==> src/rtl/instruction_fetch_stage.sv <==
// instruction_fetch_stage: RV32I IF stage holding the PC and the IF/ID register,
// with hazard stalls, EX redirects and a RUN/HALT fetch FSM.
module instruction_fetch_stage #(
  parameter logic [31:0] RESET_PC  = 32'd0,
  parameter logic [31:0] PC_LAST   = 32'd48,
  parameter logic [31:0] NOP_INSTR = 32'h0000_0013
) (
  input  logic        clk,
  input  logic        reset,
  input  logic        stall,
  input  logic        redirect,
  input  logic [31:0] redirect_target,
  output logic [31:0] imem_addr,
  input  logic [31:0] imem_instr,
  output logic [31:0] if_id_pc,
  output logic [31:0] if_id_pc_plus4,
  output logic [31:0] if_id_instr,
  output logic        if_id_valid,
  output logic        fetch_halted,
  output logic [15:0] fetch_count
);
  typedef enum logic {RUN, HALT} state_t;
  state_t      state_q, state_d;
  logic [31:0] pc_q, pc_d, id_pc_q, id_pc_d, id_pc4_q, id_pc4_d, id_instr_q, id_instr_d;
  logic        id_valid_q, id_valid_d;
  logic [15:0] cnt_q, cnt_d;
  logic        past_end, advance, hold;
  assign past_end = pc_q > PC_LAST;
  assign hold     = stall && !redirect;
  assign advance  = !redirect && !stall && state_q == RUN && !past_end;
  always_ff @(posedge clk) begin
    if (reset) begin
      state_q    <= RUN;
      pc_q       <= RESET_PC;
      id_pc_q    <= '0;
      id_pc4_q   <= '0;
      id_instr_q <= NOP_INSTR;
      id_valid_q <= 1'b0;
      cnt_q      <= '0;
    end else begin
      state_q    <= state_d;
      pc_q       <= pc_d;
      id_pc_q    <= id_pc_d;
      id_pc4_q   <= id_pc4_d;
      id_instr_q <= id_instr_d;
      id_valid_q <= id_valid_d;
      cnt_q      <= cnt_d;
    end
  end
  always_comb begin
    state_d = redirect ? RUN :
              stall ? state_q :
              (state_q == RUN && past_end) ? HALT : state_q;
  end
  // Anything that is neither a hold nor a real fetch loads a bubble.
  always_comb begin
    pc_d       = redirect ? {redirect_target[31:2], 2'b00} : advance ? pc_q + 32'd4 : pc_q;
    id_pc_d    = hold ? id_pc_q : advance ? pc_q : '0;
    id_pc4_d   = hold ? id_pc4_q : advance ? pc_q + 32'd4 : '0;
    id_instr_d = hold ? id_instr_q : advance ? imem_instr : NOP_INSTR;
    id_valid_d = hold ? id_valid_q : advance;
    cnt_d      = advance ? cnt_q + 16'd1 : cnt_q;
  end
  always_comb begin
    fetch_halted = state_q == HALT;
  end
  assign imem_addr      = pc_q;
  assign if_id_pc       = id_pc_q;
  assign if_id_pc_plus4 = id_pc4_q;
  assign if_id_instr    = id_instr_q;
  assign if_id_valid    = id_valid_q;
  assign fetch_count    = cnt_q;
endmodule
==> config.mk <==
export PLATFORM = sky130hd
export DESIGN_NAME = instruction_fetch_stage
export DESIGN_NICKNAME = d
export VERILOG_FILES = /design/src/rtl/instruction_fetch_stage.sv
export SDC_FILE = /design/constraint.sdc
export NUM_CORES = 1
export LEC_CHECK = 0
export BUFFER_PORTS_ARGS = -buffer_cell sky130_fd_sc_hd__buf_4
export CAP_MARGIN = 20
export CORE_UTILIZATION = 50
export DETAILED_ROUTE_END_ITERATION = 10
export GPL_ROUTABILITY_DRIVEN = 0
export PLACE_DENSITY = 0.87
export SYNTH_ARGS = -nofsm -noshare
export SYNTH_HDL_FRONTEND = slang
export SYNTH_SLANG_ARGS = --single-unit
==> constraint.sdc <==
create_clock -name clk -period 3.3 [get_ports clk]
set_input_delay 0.66 -clock clk [delete_from_list [all_inputs] [get_ports clk]]
set_output_delay 0.66 -clock clk [all_outputs]
set_load 0.03 [all_outputs]
# [After elaboration in Yosys (flattened, before gate mapping)]
# Cells that the tools add are included.
# W data, S select, Z words.
[totals] output_inout_bits=146 reg_bits=146
[op_classes] mux=5 n_lt_le_gt_ge=1 addsub=2 bitwise=2 n_reduce_logical=11
[ops] op="$mux W32" count=5
[ops] op="$add A32 B3 Y32 const B" count=1
[ops] op="$gt A32 B6 Y1 const B" count=1
[ops] op="$add A16 B1 Y16 const B" count=1
[ops] op="$logic_and A1 B1 Y1" count=5
[ops] op="$logic_not A1 Y1" count=3
[ops] op="$not A1 Y1" count=2
[ops] op="$reduce_and A2 Y1" count=1
[ops] op="$reduce_bool A2 Y1" count=1
[ops] op="$reduce_or A2 Y1" count=1

# [Depth between registers and ports, before layout]
[logic_depth] ltp_word=6 depth_mapped=8

# [Least setup slack after synthesis]
# Ideal clock, no wire load.
[synth_timing] path_kind="reg-to-reg" startpoint="reg pc_q[2] (netlist: imem_addr[2])" endpoint="reg cnt_q[13] (netlist: fetch_count[13])" arrival_time_ns=2.115 stages_incl_launch_ff=8 synth_period_minus_slack_ns=2.186 setup_time_ns=0.071 slack_ns=1.114 path_cell_list="dfxtp_1 > inv_1 > ha_1 > and3b_1 > nand4b_1 > nor4_2 > or3b_1 > a21oi_1"
[synth_via] elab_chain_len=3
[synth_lines] element="from (decl)" line_no="24" rtl="logic [31:0] pc_q, pc_d, id_pc_q, id_pc_d, id_pc4_q, id_pc4_d, id_instr_q, id_instr_d;"
[synth_lines] element="from (signal assigned)" line_no="42" rtl="pc_q <= pc_d;"
[synth_lines] element="$gt A32 B6 Y1" line_no="28" rtl="assign past_end = pc_q > PC_LAST;"
[synth_lines] element="$logic_not A1 Y1" line_no="30" rtl="assign advance = !redirect && !stall && state_q == RUN && !past_end;"
[synth_lines] element="$logic_and A1 B1 Y1" line_no="30"
[synth_lines] element="to (signal assigned)" line_no="47" rtl="cnt_q <= cnt_d;"
[synth_lines] element="to (decl)" line_no="26" rtl="logic [15:0] cnt_q, cnt_d;"
# No other way between the ends.
# A chain may end at the register's enable or synchronous reset.

# [Final worst setup path]
[layout_timing] startpoint="reg pc_q[2] (netlist: imem_addr[2])" endpoint="reg id_instr_q[0] (netlist: if_id_instr[0])"
[layout_via] elab_chain_len=4
[layout_lines] element="$gt A32 B6 Y1" line_no="28"
[layout_lines] element="$logic_not A1 Y1" line_no="30"
[layout_lines] element="$logic_and A1 B1 Y1" line_no="30"
[layout_lines] element="$mux W32" line_no="60" rtl="id_instr_d = hold ? id_instr_q : advance ? imem_instr : NOP_INSTR;"
[layout_lines] element="to (signal assigned)" line_no="45" rtl="id_instr_q <= id_instr_d;"
[layout_lines] element="to (decl)" line_no="24"
# No other way between the ends.

==> impl_summary.txt <==
----------------------------------------------------
[Outcome]
  Run status ... complete, no violations

[Worst setup path]
  Arrival time worst endpoint ... 2.92 ns
  Reg2Reg Capture Point ... if_id_instr[0]
  Crit Path Category ... flop to flop
  Max FO, Critical Path ... 8
  Register-to-Register Setup Slack ... around 0.78 ns
  Reg-to-reg critical path startpoint ... imem_addr[2]
  CP Capture Type ... flop
  Required time at the endpoint of the critical path ... 3.69 ns
  Worst R2R Path Depth ... 7
  Worst Setup Start Kind ... flop

[STA]
  Timing-limited maximum frequency ... 396 MHz
  Slew @ Worst Pin ... around 0.55 ns
  Total count of max-transition violations in the final report ... 0
  Unrepaired setup endpoints after global routing ... no
  Number of endpoints failing setup at the final stage ... 0
  Period minus WS final ... 2.52 ns
  Final critical-path setup slack ... 0.777 ns
  Setup total negative slack ... 0 ns
  Hold Violations, Final ... 0
  Rel. slew slack ... 0.633
  Period utilisation layout ... 0.765
  Maximum clock skew at final layout ... 0.00660 ns

[Global route]
  Sum of overflow across all layers after global routing ... 0
  First-pass GRT wire length ... 20.1 mm
  Largest net degree at the start of global routing ... between 50 and 60
  Antenna violations before repair ... 0
  Via count of the first global-routing pass ... 4166
  Total global routing track utilization ... 0.255

[Clocking]
  Number of gates given a new drive strength after cts ... 0
  Clock root cell ... clkbuf_8
  Buffers inserted during post-CTS setup optimization ... 0
  TritonCTS buffer count ... 17
  Worst-Skew Late Latency ... around 0.5 ns
  Clock-pin slew of the registers on the worst-case setup and hold paths ... 0.07 ns
  Number of buffers added to fix hold violations after cts ... 0
  Number of clock sinks seen by CTS ... 140
  Clock tree from TritonCTS ... built
  H-Tree Level Count ... 4
  Clock Tree Buf Depth ... 2

[Synthesis]
  Number of distinct standard cells referenced by the synthesized netlist ... 46
  Flop and latch count out of synthesis ... 140
  Most used flip-flop cell after synthesis ... dfxtp_1
  Leading cell type by number of instances after synthesis ... dfxtp_1
  Main area contributors after synthesis ... dfxtp_1 (58%), and3_1 (6.6%), a22o_1 (5.8%), mux2i_1 (5.4%), nor2_1 (3.5%)
  Number of standard cells after synthesis ... between 400 and 500
  FFs w/ async S/R, synth ... 0
  Ranking of synthesized cells by instance count ... dfxtp_1 (140), and3_1 (51), nor2_1 (45)
  Syn Area/Cell ... 10.6 um^2
  Warning count from the yosys run ... 0
  Number of enable-type register cells in the synthesized netlist ... 0
  Library cell with the largest summed area after synthesis ... dfxtp_1
  Cell area after synthesis ... 4840 um^2
  Fraction of post-synthesis cell area in the top cell type by area ... 0.579
  Post-synthesis sequential area ratio ... 0.579

[Floorplanning]
  Die outline height ... 100 um
  Die width ... 100 um
  Std cell rows ... 35
  Standard cell core area ... about 9300 um^2
  Initial core utilization ... 0.519
  I/O pins ... about 210
  Area of the die ... 10100 um^2

[Place]
  Worst setup slack after placement ... 0.672 ns
  Port Buffer Count ... 205
  DPL Wire Length ... a little under 9 mm

[Routing]
  Routed vias/inst ... 5.31
  Starting DRC count in detailed routing ... 149
  Via Count ... ~4200
  Final routed wire length divided by cell count ... between 15 and 20 um
  Drt drc ... 0
  First-pass iteration count of the detailed router ... 5
  Wire length after detailed routing ... 12.8 mm
  Remaining antenna violation count after routing ... 0

[Cells and area]
  Antenna diodes ... 0
  Layout cells sized above 1 ... 0.380
  P&R area growth vs syn ... 46.0%
  Layout net count ... roughly 720

[Power]
  Highest ir drop seen on vdd ... 502 uV
  Total power divided by cell area ... 567 nW/um^2
  P_leak ... 3.38 nW

[Worst hold path]
  Tightest Hold Check Type ... primary input to flop
  Worst Min Path Start ... imem_instr[1]
  Endpoint of the worst hold path ... if_id_instr[1]
  Cell count of the worst hold path ... 2

[Flow run]
  Max-cap violations ... 0

----------------------------------------------------
## worst max path at each step
stage	endpoint	slack (ns)	start	cells past startpoint
after floorplan	fetch_count[13]	1.11	imem_addr[2]	7
after global placement	if_id_instr[4]	0.75	stall	6
after detailed placement	if_id_instr[0]	0.67	stall	6
after CTS	if_id_instr[0]	0.78	imem_addr[2]	7
after global routing	if_id_pc[3]	0.58	imem_addr[2]	7
final	if_id_instr[0]	0.78	imem_addr[2]	7
## per-stage QoR
stage	total power [W]	area [um^2]	util	hold slack, ns	instances
detailed placement	0.00205	6440	0.691	0.445	763
global placement	0.00204	6440	0.691	0.444	763
global route	0.00414	7070	0.758	0.331	795
finish	0.00401	7070	0.758	0.365	795
CTS	0.00404	7070	0.758	0.341	795
floorplan	0.00193	4860	-	0.585	461
## kinds of logic after synthesis
kind of cell	synth area share
other	0.000774
XOR/XNOR	0.0199
multiplexers	0.0584
AND/OR/NAND/NOR	0.189
AO/OA/AOI/OAI	0.106
adder cells (fa/ha/maj)	0.00775
flip-flops	0.579
buffers and inverters	0.0398
## cell usage in the layout, fill, tap and decap left out, types with 7 or more instances in the layout
cell,instances
and3_1,51
o21ai_0,9
nand4_1,7
xnor2_1,9
nand2_1,12
a22o_1,32
clkbuf_16,16
buf_4,210
nor2_1,44
dfxtp_1,140
nand3_1,9
a21oi_1,10
mux2i_1,26
## flip-flops by register name (all words and copies together) (netlist names)
| name | cells |
|---|---|
| fetch_count | 16 |
| fetch_halted | 1 |
| if_id_instr | 32 |
| if_id_pc | 30 |
| if_id_pc_plus4 | 30 |
| if_id_valid | 1 |
| imem_addr | 30 |
## metal layers
| metal | global-route usage | vias to the layer above | wire, um | part of all wire |
|---|---|---|---|---|
| met1 | 0.300 | 2004 | 5300 | 0.41 |
| li1 | - | 2012 | - | - |
| met3 | 0.0780 | 24 | 912 | 0.071 |
| met2 | 0.426 | 184 | 6280 | 0.49 |
| met4 | 0.115 | 0 | 284 | 0.022 |
| met5 | 0 | - | 0 | 0 |
## final cells by class
cell class	instances	area (um^2)
Sequential cell	140	2800
Fill cell	646	2250
Inverter	7	26.3
Timing Repair Buffer	210	1580
Tap cell	129	161
Clock buffer	17	414
Multi-Input combinational cell	277	1880
Clock inverter	15	216
## report_power, final
group	switching (W)	internal, W
Combinational	0.000155	0.000118
Clock	0.000794	0.00120
Sequential	0.0000289	0.00171
Total	0.000978	0.00303
## worst max-delay path, cell delays in order (launching register included)
cell	delay (ns)
dfxtp_1	0.37
inv_1	0.12
ha_1	0.14
and3b_1	0.22
nand4b_1	0.48
nor2_1	0.55
nand2_1	0.31
o22a_1	0.24
Power figures use the tool's default switching activity.
